### config.mk
export PLATFORM = sky130hd
export DESIGN_NAME = gen_reg_fifo_param
export DESIGN_NICKNAME = d
export VERILOG_FILES = /design/src/rtl/gen_reg_fifo_param.sv
export SDC_FILE = /design/constraint.sdc
export NUM_CORES = 2
export LEC_CHECK = 0
export ABC_CLOCK_PERIOD_IN_PS = 20700
export CORE_MARGIN = 10
export CORE_UTILIZATION = 33
export CTS_CLUSTER_SIZE = 10
export DETAILED_ROUTE_END_ITERATION = 7
export GPL_TIMING_DRIVEN = 1
export SYNTH_ARGS = -nofsm -noshare
export SYNTH_HDL_FRONTEND = slang
export SYNTH_SLANG_ARGS = --single-unit
### constraint.sdc
create_clock -name clockCore -period 20.7 [get_ports clockCore]
set_clock_uncertainty 0.05 [all_clocks]
set_input_delay 3.105 -clock clockCore [delete_from_list [all_inputs] [get_ports clockCore]]
set_output_delay 3.105 -clock clockCore [all_outputs]
set_load 0.02 [all_outputs]
### src/rtl/gen_reg_fifo_param.sv
// Parametrised register-array FIFO for TLP header/payload staging: any depth/width,
// FWFT or registered read, sticky over/underrun, synchronous flush and high-water tracking.
module gen_reg_fifo_param #(
  parameter  int DEPTH = 8,
  parameter  int WIDTH = 267,
  parameter  int FWFT  = 1,
  localparam int CNT_W = $clog2(DEPTH + 1)
) (
  input  logic             clockCore,
  input  logic             resetCore,
  input  logic             push,
  input  logic [WIDTH-1:0] dataIn,
  input  logic             pop,
  output logic [WIDTH-1:0] dataOut,
  output logic             full,
  output logic             empty,
  input  logic [CNT_W-1:0] almostFullThreshold,
  input  logic [CNT_W-1:0] almostEmptyThreshold,
  output logic             almostFullFlag,
  output logic             almostEmptyFlag,
  output logic [CNT_W-1:0] fifoDepth,
  output logic             overrun,
  output logic             underrun,
  input  logic             errClear,
  input  logic             flush,
  output logic [CNT_W-1:0] highWater,
  input  logic             highWaterClear
);
  localparam int               PTR_W    = $clog2(DEPTH);
  localparam logic [PTR_W-1:0] PTR_LAST = PTR_W'(DEPTH - 1);
  localparam logic [CNT_W-1:0] CNT_FULL = CNT_W'(DEPTH);

  logic [WIDTH-1:0] mem_q [DEPTH];
  logic [PTR_W-1:0] wr_ptr_q, wr_ptr_d, rd_ptr_q, rd_ptr_d;
  logic [CNT_W-1:0] count_q, count_d, high_water_q, high_water_d;
  logic             overrun_q, overrun_d, underrun_q, underrun_d;
  logic [WIDTH-1:0] dout_q, dout_d;
  logic             wr_en, rd_en;

  // Explicit wrap so non-power-of-2 depths never index past the last entry.
  function automatic logic [PTR_W-1:0] ptr_inc(input logic [PTR_W-1:0] p);
    return (p == PTR_LAST) ? '0 : p + PTR_W'(1);
  endfunction

  assign full            = (count_q == CNT_FULL);
  assign empty           = (count_q == '0);
  assign almostFullFlag  = (count_q >= almostFullThreshold);
  assign almostEmptyFlag = (count_q <= almostEmptyThreshold);
  assign fifoDepth       = count_q;
  assign overrun         = overrun_q;
  assign underrun        = underrun_q;
  assign highWater       = high_water_q;
  assign dataOut         = (FWFT != 0) ? mem_q[rd_ptr_q] : dout_q;

  always_comb begin
    wr_en        = push && (!full || pop) && !flush;
    rd_en        = pop && !empty && !flush;
    wr_ptr_d     = wr_ptr_q;
    rd_ptr_d     = rd_ptr_q;
    count_d      = count_q;
    overrun_d    = overrun_q;
    underrun_d   = underrun_q;
    high_water_d = high_water_q;
    dout_d       = dout_q;
    if (flush) begin
      // Flush drops occupancy only; sticky flags, high-water and read register stay frozen.
      wr_ptr_d = '0;
      rd_ptr_d = '0;
      count_d  = '0;
    end else begin
      if (wr_en) wr_ptr_d = ptr_inc(wr_ptr_q);
      if (rd_en) begin
        rd_ptr_d = ptr_inc(rd_ptr_q);
        dout_d   = mem_q[rd_ptr_q];
      end
      count_d = count_q + CNT_W'(wr_en) - CNT_W'(rd_en);
      if (push && full && !pop) overrun_d = 1'b1;
      else if (errClear)        overrun_d = 1'b0;
      if (pop && empty)         underrun_d = 1'b1;
      else if (errClear)        underrun_d = 1'b0;
      if (highWaterClear)             high_water_d = count_d;
      else if (count_d > high_water_q) high_water_d = count_d;
    end
  end

  always_ff @(posedge clockCore or negedge resetCore) begin
    if (!resetCore) begin
      wr_ptr_q     <= '0;
      rd_ptr_q     <= '0;
      count_q      <= '0;
      overrun_q    <= 1'b0;
      underrun_q   <= 1'b0;
      high_water_q <= '0;
      dout_q       <= '0;
    end else begin
      wr_ptr_q     <= wr_ptr_d;
      rd_ptr_q     <= rd_ptr_d;
      count_q      <= count_d;
      overrun_q    <= overrun_d;
      underrun_q   <= underrun_d;
      high_water_q <= high_water_d;
      dout_q       <= dout_d;
    end
  end

  always_ff @(posedge clockCore) begin
    if (wr_en) mem_q[wr_ptr_q] <= dataIn;
  end
endmodule
Word level (Yosys, flattened, before mapping):

Memories as Yosys holds them, arrays and structs flattened.
Cells that the tools add are included.

* register bits: 16
* latch bits: 0
* memory bits (writable): 2136
* memory bits (read-only): 0
* bits of input ports: 282
* output and inout port bits: 281
* logic and storage cells: 53
* memories kept: 1

Memories
* mem_q: depth 8, bits a word 267, rd ports 1, clocked after memory_dff 0, write ports 1, line 33 `logic [WIDTH-1:0] mem_q [DEPTH];`

* add/sub/neg operators: 4
* multiply operators: 0
* div/mod/pow operators: 0
* $lt $le $gt $ge: 3
* equality and inequality tests: 3
* shifts and indexed selects: 0
* multiplexer cells: 14
* bitwise logic cells: 1
* reductions and logical operators: 21

Operators with widths (count)
* 3-bit 2-to-1 mux: 6
* 4-bit 2-to-1 mux: 3
* 2-bit nonzero test: 5
* 1-bit logical AND: 7
* 3-bit by 1-bit adder with 3-bit output (second input constant): 2
* 3-bit == test (second input constant): 2
* 2-bit AND reduction: 3
* 1-bit 2-to-1 mux: 5
* 4-bit by 1-bit adder with 4-bit output: 1
* 4-bit == test (second input constant): 1
* 4-bit greater-or-equal comparator: 1
* 4-bit > comparator: 1
* 4-bit less-or-equal comparator: 1
* 1-bit logical NOT: 4
* 4-bit logical NOT: 1
* 4-bit by 1-bit subtractor with 4-bit output: 1
* 1-bit logical OR: 1
* 1-bit NOT: 1

Depth between registers and ports, before layout:

* depth after elaboration: 10
* gate-level depth with buffers: 15

Worst setup path before layout:

OpenSTA, ideal clock, no wires.

* path type: input-to-reg
* start point: input push
* end point: memory mem_q[0][0], enable pin
* library setup time: 1222 ps
* arrival time: 21627 ps
* required time: 19428 ps
* setup slack: -2199 ps
* stages on the path: 4
* path through: nor2b_1 > nand2_1 > or2_2 > nor3_1

* cells in the longest elaborated chain, start to end: 4

Ends and longest elaborated chain
* start, declared: line 11 `input logic push,`
* 1-bit logical AND (2 in a row): line 56 `wr_en = push && (!full || pop) && !flush;`
* 1-bit 2-to-1 mux: line 107 `if (wr_en) mem_q[wr_ptr_q] <= dataIn;`
* 1-bit 2-to-1 mux (not written as such): line 107
* end, declared: line 33

No other way between the ends.

Worst setup path after layout:

* start point: register rd_ptr_q[1]
* end point: output dataOut[136]

* cells in the longest elaborated chain, start to end: 1

Ends and longest elaborated chain
* start, declared: line 34 `logic [PTR_W-1:0] wr_ptr_q, wr_ptr_d, rd_ptr_q, rd_ptr_d;`
* start signal, assigned: line 97 `rd_ptr_q <= rd_ptr_d;`
* memory read 8 x 267 bit
* end, declared: line 14 `output logic [WIDTH-1:0] dataOut,`

No other way between the ends.

==> results.toml <==
[timing]
finalCritPeriodShare = 0.481
tightest_slew_ns = 1.11
setup_viol = 0
rsz0062_at_grt = "no"
finalHoldViolCount = 0
max_clock_freq_mhz = 101
fin_crit_ns = 9.95
relSlewSlack = 0.259
drv_slew = 0
final.setup.tns_ns = 0

[drt]
dr.pass1.iters = 6
finalWirelength_mm = 185
drt_iter0_drc = 3142
wire_per_inst_um = 25.7
antenna_left = 0
vias_per_cell = 4.97
vias = 35901
drc = 0

[grt]
overflow = 0
grt_pass1_vias = 38097
grt_max_degree = 116
grt_pass1_wl_mm = 270
antenna_found_initial = 49
track_usage = 0.137

[setup_path]
path_cells = "buf_4, buf_4, buf_4, buf_4, mux4_2, mux2_2, clkdlybuf4s50_1"
crit_start = "rd_ptr_q[1]$_DFFE_PN0P_"
cp.arrival_ns = 6.79
crit_buf_inv = 5
crit_path_top_delay_cell = "dfrtp_4"
crit_family = "buffers and inverters"
critPathMaxStageDelay_ns = 0.98
worstSetupStartpointType = "register"
worstSetupPathType = "register to primary output"
worstPathRequired_ns = 17.55
end_kind = "primary output"
r2r_start = "fifoDepth[2]$_DFF_PN0_"
crit_fanout = 73
crit_top_cell = "buf_4"

[yosys]
yosys.area.top_type = "edfxtp_1"
synth_warnings = 0
synth.top_cell.area_share = 0.791
synth-seq-area-share = 0.796
synth.net_count = 3519
ys_seq_elements = 2152
async_flop_share = 0.00743
synth_area_sq_um = 81100
ys_top_cells_by_area = "edfxtp_1, mux4_2, mux2_2, dfrtp_1, buf_2"
synth_common_cells = "edfxtp_1, mux4_2, mux2_2"
syn_area_per_cell_sq_um = 25.2
synthDistinctLibCells = 35
syn_inst = 3214
synth-edff-count = 2136
synthFlopType = "edfxtp_1"
post-synth-top-count-cell = "edfxtp_1"

[clock_network]
cts.path.max_buffers = 3
insertion_delay_ns = 0.86
h-tree-depth = 4
cts_tree = "built"
cts_buffers = 240
ctsHoldBuffers = 0
postCtsSetupRepairBufs = 0
cts_resized = 0
clk_pin_slew_ns = 0.06
cts.sinks = 2152
cts-root-buf = "clkbuf_16"

[power_and_ir_drop]
ir_drop_v = 0.0000821
p_sw_frac = 0.246
p_int_mw = 8.01
p_seq_frac = 0.466
leakage_nw = 29.5
combPwrFrac = 0.184
power.switching_mw = 2.62
p_clk_frac = 0.350
power_density_nw_per_um2 = 109

[floorplan]
initial_core_util = 0.332
fp-row-count = 181
core_area_sq_um = 244000
dieArea_sq_um = 266000
die_w_um = 516
pin_count = 563
die_h_um = 516

[place]
dpl.cell_count = 6892
portBuffers = 562
place.gp.congestion = 0.699
dp_hpwl_mm = 105

[cells_and_area]
drive_above_1_share = 0.286
syn_to_final_growth_pct = 20.1
multiInputGateArea_sq_um = 15800
n_fill_cell = 21222
nets = 4237
post_layout_nonfiller_instances = 7220
seqCellArea_sq_um = 64600

[flow_run]
drv_cap = 0

[outcome]
status = "completed"

[worst_hold_path]
holdCritPathClass = "register to register"
holdCritStartpoint = "highWater[3]$_DFFE_PN0P_"
[cell usage in the layout, fill, tap and decap left out, types with 2 or more instances in the layout]
master	n
edfxtp_1	2136
nor2_1	4
mux2_2	270
dfrtp_4	3
inv_1	20
o21a_1	2
nor2_4	6
clkinv_2	3
clkinv_16	6
buf_12	8
mux2i_1	3
nand4_1	2
nand2b_1	4
a21o_1	4
nand3_1	2
inv_6	2
clkinv_1	8
nor3_4	2
or3_1	2
buf_4	57
o21ai_0	2
a21oi_1	6
clkbuf_16	242
diode_2	11
inv_16	2
mux4_2	534
nor2b_1	3
and2_1	2
clkdlybuf4s50_1	562
clkbuf_1	45
bufinv_16	3
clkinv_8	4
nand2_1	8
dfrtp_1	13
a32o_1	2
clkinvlp_4	2
ha_1	22
[logic make-up after synthesis]
kind of cell / count (synthesis) / share of synthesized area
adder cells (fa/ha/maj): 23 / 0.00364
multiplexers: 807 / 0.186
buffers and inverters: 171 / 0.00969
AND/OR/NAND/NOR: 41 / 0.00262
XOR/XNOR: 2 / 0.000216
flip-flops: 2152 / 0.796
AO/OA/AOI/OAI: 18 / 0.00148
[through the flow]
| step | utilization | cell area [sq um] | hold slack, ns | setup WS (ns) | power [mW] |
|---|---|---|---|---|---|
| finish | 0.399 | 97400 | 0.487 | 10.75 | 10.6 |
| floorplan | - | 81100 | 0.484 | 4.98 | 6.29 |
| CTS | 0.399 | 97300 | 0.499 | 10.50 | 10.8 |
| global route | 0.399 | 97300 | 0.528 | 10.14 | 11.1 |
| detailed placement | 0.372 | 90700 | 0.482 | 11.49 | 7.05 |
| global placement | 0.372 | 90700 | 0.480 | 11.50 | 7.04 |
[worst paths after layout]
check / end / slack (ns) / depth (start not counted)
worst min-delay path: highWater[3]$_DFFE_PN0P_ / 0.49 / 1
worst max-delay path: dataOut[136] / 10.75 / 7
max in group asynchronous: rd_ptr_q[0]$_DFFE_PN0P_ / 17.26 / 1
min in group asynchronous: underrun$_DFFE_PN0P_ / 2.69 / 1
worst max register to register: mem_q[7][119]$_DFFE_PP_ / 15.14 / 8
worst min register to register: highWater[3]$_DFFE_PN0P_ / 0.49 / 1
[flip-flops by register name (all words and copies together), names as in the netlist]
signal     count
overrun        1
wr_ptr_q       3
mem_q       2136
underrun       1
rd_ptr_q       3
highWater      4
fifoDepth      4
[layout make-up]
type / count / share of cell area
multi-input cells: 891 / 0.162
inverters: 20 / 0.000771
clock inverters: 30 / 0.00465
diodes: 11 / 0.000283
clock buffers: 287 / 0.0639
repair buffers: 627 / 0.0638
well taps: 3202 / 0.0411
flip-flops and latches: 2152 / 0.663
[routing by layer]
metal / routed length [um] / track usage / share of wire
met5: 364 / 0 / 0.0020
met4: 4280 / 0.0345 / 0.023
met3: 13300 / 0.0419 / 0.072
met2: 89800 / 0.222 / 0.48
met1: 77500 / 0.179 / 0.42
[power by group through the flow]
stage | Clock, mW | Combinational, mW | Sequential, mW
finish | 3.72 | 1.95 | 4.95
CTS | 3.83 | 2.01 | 4.95
detailed placement | 0 | 2.00 | 5.04
floorplan | 0 | 1.24 | 5.04
global route | 4.01 | 2.10 | 4.96
global placement | 0 | 2.00 | 5.04
(Power assumes the default switching activity.)
